<file path="config.mk">
export PLATFORM = sky130hd
export DESIGN_NAME = alu_mc
export DESIGN_NICKNAME = d
export VERILOG_FILES = /design/src/rtl/alu_mc.sv
export SDC_FILE = /design/constraint.sdc
export NUM_CORES = 1
export LEC_CHECK = 0
export BUFFER_PORTS_ARGS = -buffer_cell sky130_fd_sc_hd__buf_2
export CORE_MARGIN = 2
export CORE_UTILIZATION = 45
export DETAILED_ROUTE_END_ITERATION = 16
export RECOVER_POWER = 25
export SETUP_SLACK_MARGIN = 0.02
export SLEW_MARGIN = 20
export SYNTH_ARGS = -nofsm -noshare
export SYNTH_HDL_FRONTEND = slang
export SYNTH_SLANG_ARGS = --single-unit
</file>
<file path="constraint.sdc">
create_clock -name clk -period 5.7 [get_ports clk]
set_input_delay 0.57 -clock clk [delete_from_list [all_inputs] [get_ports clk]]
set_output_delay 0.57 -clock clk [all_outputs]
set_load 0.05 [all_outputs]
</file>
<file path="src/rtl/alu_mc.sv">
// Registered, handshaked execute-stage ALU with an iterative shift-add multiplier.
// Define ALU_MC_MUL_EN to make MUL (1010) legal; otherwise 1010 decodes as illegal.
module alu_mc #(
    parameter int WIDTH = 32
) (
    input  logic             clk,
    input  logic             rst,
    input  logic             in_valid,
    output logic             in_ready,
    input  logic [3:0]       exe_cmd,
    input  logic [WIDTH-1:0] val1,
    input  logic [WIDTH-1:0] val2,
    input  logic             cin,
    output logic             out_valid,
    input  logic             out_ready,
    output logic [WIDTH-1:0] result,
    output logic [3:0]       SR,
    output logic             illegal
);

    typedef enum logic [1:0] {S_IDLE, S_BUSY, S_DONE} state_t;

    state_t           r_state, w_next;
    logic [WIDTH-1:0] r_result;
    logic [3:0]       r_sr;
    logic             r_ill;

    logic             w_accept;
    logic             w_mul;
    logic             w_ill;
    logic             w_c, w_v;
    logic [WIDTH:0]   w_sum;
    logic [WIDTH-1:0] w_res;

`ifdef ALU_MC_MUL_EN
    localparam int CNT_W = $clog2(WIDTH) + 1;
    logic [WIDTH-1:0] r_acc, r_mcand, r_mplier;
    logic [CNT_W-1:0] r_cnt;
    logic             w_mul_done;
    assign w_mul_done = (r_state == S_BUSY) && (r_cnt == '0);
`endif

    assign in_ready  = (r_state == S_IDLE) || ((r_state == S_DONE) && out_ready);
    assign w_accept  = in_valid && in_ready;
    assign out_valid = (r_state == S_DONE);
    assign result    = r_result;
    assign SR        = r_sr;
    assign illegal   = r_ill;

    always_comb begin
        w_ill = 1'b0;
        w_mul = 1'b0;
        w_c   = 1'b0;
        w_v   = 1'b0;
        w_sum = '0;
        w_res = '0;
        case (exe_cmd)
            4'b0001: w_res = val2;
            4'b1001: w_res = ~val2;
            4'b0010, 4'b0011: begin
                w_sum = {1'b0, val1} + {1'b0, val2}
                      + ((exe_cmd[0]) ? {{WIDTH{1'b0}}, cin} : '0);
                w_res = w_sum[WIDTH-1:0];
                w_c   = w_sum[WIDTH];
                w_v   = (val1[WIDTH-1] == val2[WIDTH-1]) && (w_res[WIDTH-1] != val1[WIDTH-1]);
            end
            4'b0100, 4'b0101: begin
                // SUB adds the implicit +1; SBC substitutes cin for it (C=1 means no borrow)
                w_sum = {1'b0, val1} + {1'b0, ~val2}
                      + ((exe_cmd[0]) ? {{WIDTH{1'b0}}, cin} : {{WIDTH{1'b0}}, 1'b1});
                w_res = w_sum[WIDTH-1:0];
                w_c   = w_sum[WIDTH];
                w_v   = (val1[WIDTH-1] != val2[WIDTH-1]) && (w_res[WIDTH-1] != val1[WIDTH-1]);
            end
            4'b0110: w_res = val1 & val2;
            4'b0111: w_res = val1 | val2;
            4'b1000: w_res = val1 ^ val2;
`ifdef ALU_MC_MUL_EN
            4'b1010: w_mul = 1'b1;
`endif
            default: w_ill = 1'b1;
        endcase
    end

    always_comb begin
        w_next = r_state;
        case (r_state)
            S_IDLE, S_DONE: begin
                if (w_accept)
                    w_next = w_mul ? S_BUSY : S_DONE;
                else if ((r_state == S_DONE) && out_ready)
                    w_next = S_IDLE;
            end
`ifdef ALU_MC_MUL_EN
            S_BUSY: if (w_mul_done) w_next = S_DONE;
`endif
            default: w_next = S_IDLE;
        endcase
    end

    always_ff @(posedge clk or posedge rst) begin
        if (rst) r_state <= S_IDLE;
        else     r_state <= w_next;
    end

    always_ff @(posedge clk or posedge rst) begin
        if (rst) begin
            r_result <= '0;
            r_sr     <= '0;
            r_ill    <= 1'b0;
        end else if (w_accept && !w_mul) begin
            r_result <= w_res;
            r_sr     <= {(w_res == '0), w_c, w_res[WIDTH-1], w_v};
            r_ill    <= w_ill;
`ifdef ALU_MC_MUL_EN
        end else if (w_mul_done) begin
            r_result <= r_acc;
            r_sr     <= {(r_acc == '0), 1'b0, r_acc[WIDTH-1], 1'b0};
            r_ill    <= 1'b0;
`endif
        end
    end

`ifdef ALU_MC_MUL_EN
    // One multiplier bit per cycle; the cnt==0 cycle only publishes the product
    always_ff @(posedge clk or posedge rst) begin
        if (rst) begin
            r_acc    <= '0;
            r_mcand  <= '0;
            r_mplier <= '0;
            r_cnt    <= '0;
        end else if (w_accept && w_mul) begin
            r_acc    <= '0;
            r_mcand  <= val1;
            r_mplier <= val2;
            r_cnt    <= CNT_W'(WIDTH);
        end else if ((r_state == S_BUSY) && (r_cnt != '0)) begin
            if (r_mplier[0]) r_acc <= r_acc + r_mcand;
            r_mcand  <= r_mcand << 1;
            r_mplier <= r_mplier >> 1;
            r_cnt    <= r_cnt - CNT_W'(1);
        end
    end
`endif

endmodule

</file>
[Yosys cells after proc, flatten, opt, wreduce, memory -nomap -nowiden]
Index checks and enable logic that the tools add are counted.
W data, S select, Z words.
Word-level totals
  bits of input ports: 73
  word-level logic and storage cells: 47
  output and inout port bits: 39
  flip-flop bits (word level): 39
Cells by class
  reduce and logical (&&, ||, !) cells: 11
  equal/unequal tests: 15
  add/sub/neg operators: 4
  bitwise operators: 4
  multiplexer cells: 9
Operators with widths (number)
  $pmux W32 S7: 1
  $add A32 B32 Y33: 2
  $add A33 B1 Y33: 2
  $and A32 B32 Y32: 1
  $logic_not A32 Y1: 1
  $not A32 Y32: 1
  $or A32 B32 Y32: 1
  $xor A32 B32 Y32: 1
  $eq A4 B3 Y1 const B: 4
  $reduce_or A9 Y1: 1
  $eq A4 B2 Y1 const B: 2
  $eq A4 B4 Y1 const B: 2
  $mux W2: 3
  $reduce_or A2 Y1: 3
  $eq A4 B1 Y1 const B: 1
  $logic_and A1 B1 Y1: 4
  $pmux W1 S2: 2
  $mux W1: 3
  $ne A1 B1 Y1: 3
  $ne A3 B3 Y1 const B: 1
  $eq A2 B2 Y1 const B: 1
  $logic_not A2 Y1: 1
  $eq A1 B1 Y1: 1
  $logic_or A1 B1 Y1: 1

[Logic depth before layout (Yosys ltp)]
  depth after elaboration: 6
  depth in mapped cells: 18
  mapped depth without buffers: 15

[Worst setup path before layout]
OpenSTA, ideal clock, no wires.
  path kind: input-to-reg
  start: in exe_cmd[0]
  end: reg r_sr[3], in the netlist SR[3]
  cell stages on the path: 17
  path slack: 1.418 ns
  path buffers: 3
  data required time: 5.624 ns
  library setup time: 0.076 ns
  arrival time: 4.206 ns
  cells stage by stage: buf_2 -> clkbuf_1 -> clkbuf_1 -> and2_1 -> fa_1 -> fa_1 -> a211oi_1 -> o211ai_1 -> a211oi_1 -> a21oi_1 -> a21bo_1 -> a21oi_2 -> o21ai_2 -> mux2i_1 -> nor3_1 -> or3b_1 -> o21ai_1
Between the ends
  cells in the longest elaborated chain, start to end: 4
  elaborated cells on any way between the ends: 17
  classes of those cells: 2 x add/sub; 9 x eq/ne; 3 x mux; 3 x reduce/logical
Ends and longest elaborated chain
  start: declaration: RTL line 10  | input logic [3:0] exe_cmd,
  $mux W1, or another cell as far along: RTL line 70  | + ((exe_cmd[0]) ? {{WIDTH{1'b0}}, cin} : {{WIDTH{1'b0}}, 1'b1});
  $add A33 B1 Y33, or another cell as far along: RTL line 70
  $pmux W32 S7 *: RTL line 57  | case (exe_cmd)
  $logic_not A32 Y1 *: RTL line 113  | r_sr <= {(w_res == '0), w_c, w_res[WIDTH-1], w_v};
  end signal: assignment: RTL line 113
  end: declaration: RTL line 25  | logic [3:0] r_sr;
Every way passes the cells marked *; elsewhere a longest branch is shown, timed or not.
A chain may end at the register's enable or synchronous reset.

[Final worst setup path]
Same ends and word-level chain as after synthesis.

==> metrics.cfg <==
[grt]
overflow = 0
grt_antenna_before_repair = 0
grt_pass1_vias = 8643
grt_usage = 0.311
grt_pass1_wl_um = 48100
grt_max_degree = 56

[synthesis]
synth_seq_cells = 37
synthDistinctLibCells = 100
syn_nets = 1319
syn_inst = 1133
ys_async_sr_fraction = 1.00
synth_edf_count = 0
syn-cell-area_um2 = 8210
ys_seq_area_frac = 0.113
ys.flop_type = dfrtp_1
yosys_warnings = 0
synth.avg_cell_area_um2 = 7.24

[status]
outcome = complete, but fails checks
failed_checks = capacitance limit, slew limit

[timing]
setup_violations = 0
max_freq_mhz = 235
min_period_ps = 4260
rsz0062_at_grt = false
report.final.hold_viol_count = 0
max_slew.worst_pin.slew_ps = 1960
period_share = 0.748
slew_violations = 38
final.setup_skew_ps = 2.50
relSlewSlack = -0.310
final.setup.tns_ps = 0

[final_layout]
fin_nets = 1390
n_fill_cell = 1863
area_growth_pct = 10.6
drive_gt1_frac = 0.169
mostFrequentLayoutCell = buf_2
num_antenna_cells = 0
layout_common_cells = buf_2 (111), ha_1 (109), nand2_1 (102)
postLayoutCoreUtil = 0.507
fin_area_um2 = 9070

[clock_tree]
clock-sinks = 37
cts.repair.resized = 0
cts_tree = yes
cts_buffers = 5
h-tree-depth = 2
holdBufCountCts = 0
post_cts.repair.setup_buffers = 0
cts.reportedPaths.clkPinSlew_ps = 60
cts_buffer_depth = 2
cts-root-buf = clkbuf_16
clk_latency_ps = 290

[power]
power_mw = 1.72
ir_drop_v = 0.000279
power.density_nw_per_um2 = 189
leakagePower_nw = 4.22

[setup_path]
start_kind = input pin
slowest_stage = a211oi_1
path_max_fanout = 6
crit_path_frequent_cell = fa_1
critPathKind = input pin to flip-flop
crit_arrival_ps = 4470
crit_chain = buf_2 -> and2_1 -> fa_1 -> fa_1 -> a211oi_1 -> o211ai_1 -> a31oi_1 -> a21boi_1 -> a21oi_1 -> or4_1 -> o21ai_0 -> a2111oi_0 -> and4_1 -> nand2_1 -> o21ai_1
worst_setup_path_end_kind = flip-flop
worst_path_largest_cell_delay_ps = 490
cp_data_required_time_ps = 5910

[placed_design]
dpl.hpwl_um = 24700
placed_cell_area_um2 = 8910
place_congestion = 1.01
io_buffers = 111

[drt]
routedWlPerCell_um = 21.7
vias = 8934
viasPerCell = 6.23
first_pass_iters = 5
finalWirelength_um = 31100
antenna_left = 0
remaining_drc_errors = 0
first_iter_violations = 870

[run]
max_cap_violations = 1

[die]
num_rows = 49
core_area_um2 = 17900
die_x_um = 139
pin_count = 112
floorplan.initialDensity = 0.458
dieArea_um2 = 19300
die_h_um = 139

[hold_path]
hp-class = flip-flop to flip-flop

==> report_power, final <==
| group | leakage [nW] | internal (mW) | switching (mW) |
|---|---|---|---|
| sequential | 0.460 | 0.313 | 0.0332 |
| clock | 0.0810 | 0.207 | 0.110 |
| combinational | 3.68 | 0.326 | 0.730 |
| total | 4.22 | 0.846 | 0.874 |
==> path summary, 6_finish.rpt <==
kind / startpoint / endpoint / slack (ps) / depth (start not counted)
worst max-delay path: exe_cmd[0] / SR[3] / 1440 / 15
worst min-delay path: result[25] / result[25] / 470 / 2
worst max register to register: r_state[1] / SR[3] / 2690 / 10
worst min register to register: result[25] / result[25] / 470 / 2
max in group asynchronous: rst / result[29] / 3590 / 3
min in group asynchronous: rst / r_state[1] / 980 / 3
==> registers in the layout, indices dropped and copies added, names as in the netlist <==
register / flops
result: 31
SR: 4
r_state: 1
illegal: 1
==> synth_stat cells, types with 13 or more instances <==
library cell,number,area share
nand2b_1,17,0.013
a21o_1,16,0.015
o21ai_0,64,0.039
nand4_1,14,0.011
o22ai_1,14,0.011
a31oi_1,13,0.0099
nor2b_1,18,0.014
o31ai_1,15,0.014
nand2_1,103,0.047
nor2_1,83,0.038
and2_1,13,0.0099
o211ai_1,15,0.014
clkbuf_1,35,0.016
a211oi_1,17,0.016
inv_1,96,0.044
xor2_1,25,0.027
nand3_1,23,0.014
dfrtp_1,37,0.11
a21oi_1,88,0.054
buf_2,20,0.012
ha_1,109,0.17
a221oi_1,13,0.014
nor3_1,38,0.023
==> area by class of cell <==
class / count / area (µm²) / area share
repair buffers: 130 / 694 / 0.0765
well taps: 229 / 287 / 0.0316
inverters: 99 / 372 / 0.0409
multi-input cells: 931 / 6630 / 0.730
clock buffers: 6 / 129 / 0.0142
flip-flops and latches: 37 / 926 / 0.102
clock inverters: 2 / 38.8 / 0.00427
==> through the flow <==
step	cells	hold slack, ps	setup slack, ps
after global placement	1426	462	1340
after global routing	1434	502	1090
after floorplan	1133	678	1420
final	1434	475	1440
after detailed placement	1426	473	1280
after CTS	1434	397	1550
==> critical path: cells and delay by family <==
family	cells	cell delay [ps]
AOI/OAI and AO/OA	8	2300
adders and majority gates	2	860
and+or+nand+nor	4	600
buffers and inverters	1	140
==> per-layer routing <==
metal / up-vias / wire, µm / global-route usage
met5: - / 0 / 0
met4: 0 / 1560 / 0.145
met3: 108 / 2260 / 0.0432
met2: 417 / 14300 / 0.521
met1: 4142 / 13000 / 0.397
li1: 4267 / - / -
==> kinds of logic after synthesis <==
group                    after synthesis  share of synthesized area
AO/OA/AOI/OAI                        387                      0.333
XOR/XNOR                              37                     0.0395
adder cells (fa/ha/maj)              113                      0.176
buffers and inverters                165                     0.0831
flip-flops                            37                      0.113
multiplexers                          16                     0.0210
AND/OR/NAND/NOR                      378                      0.235
No activity file was read; power rests on OpenSTA's default activity.
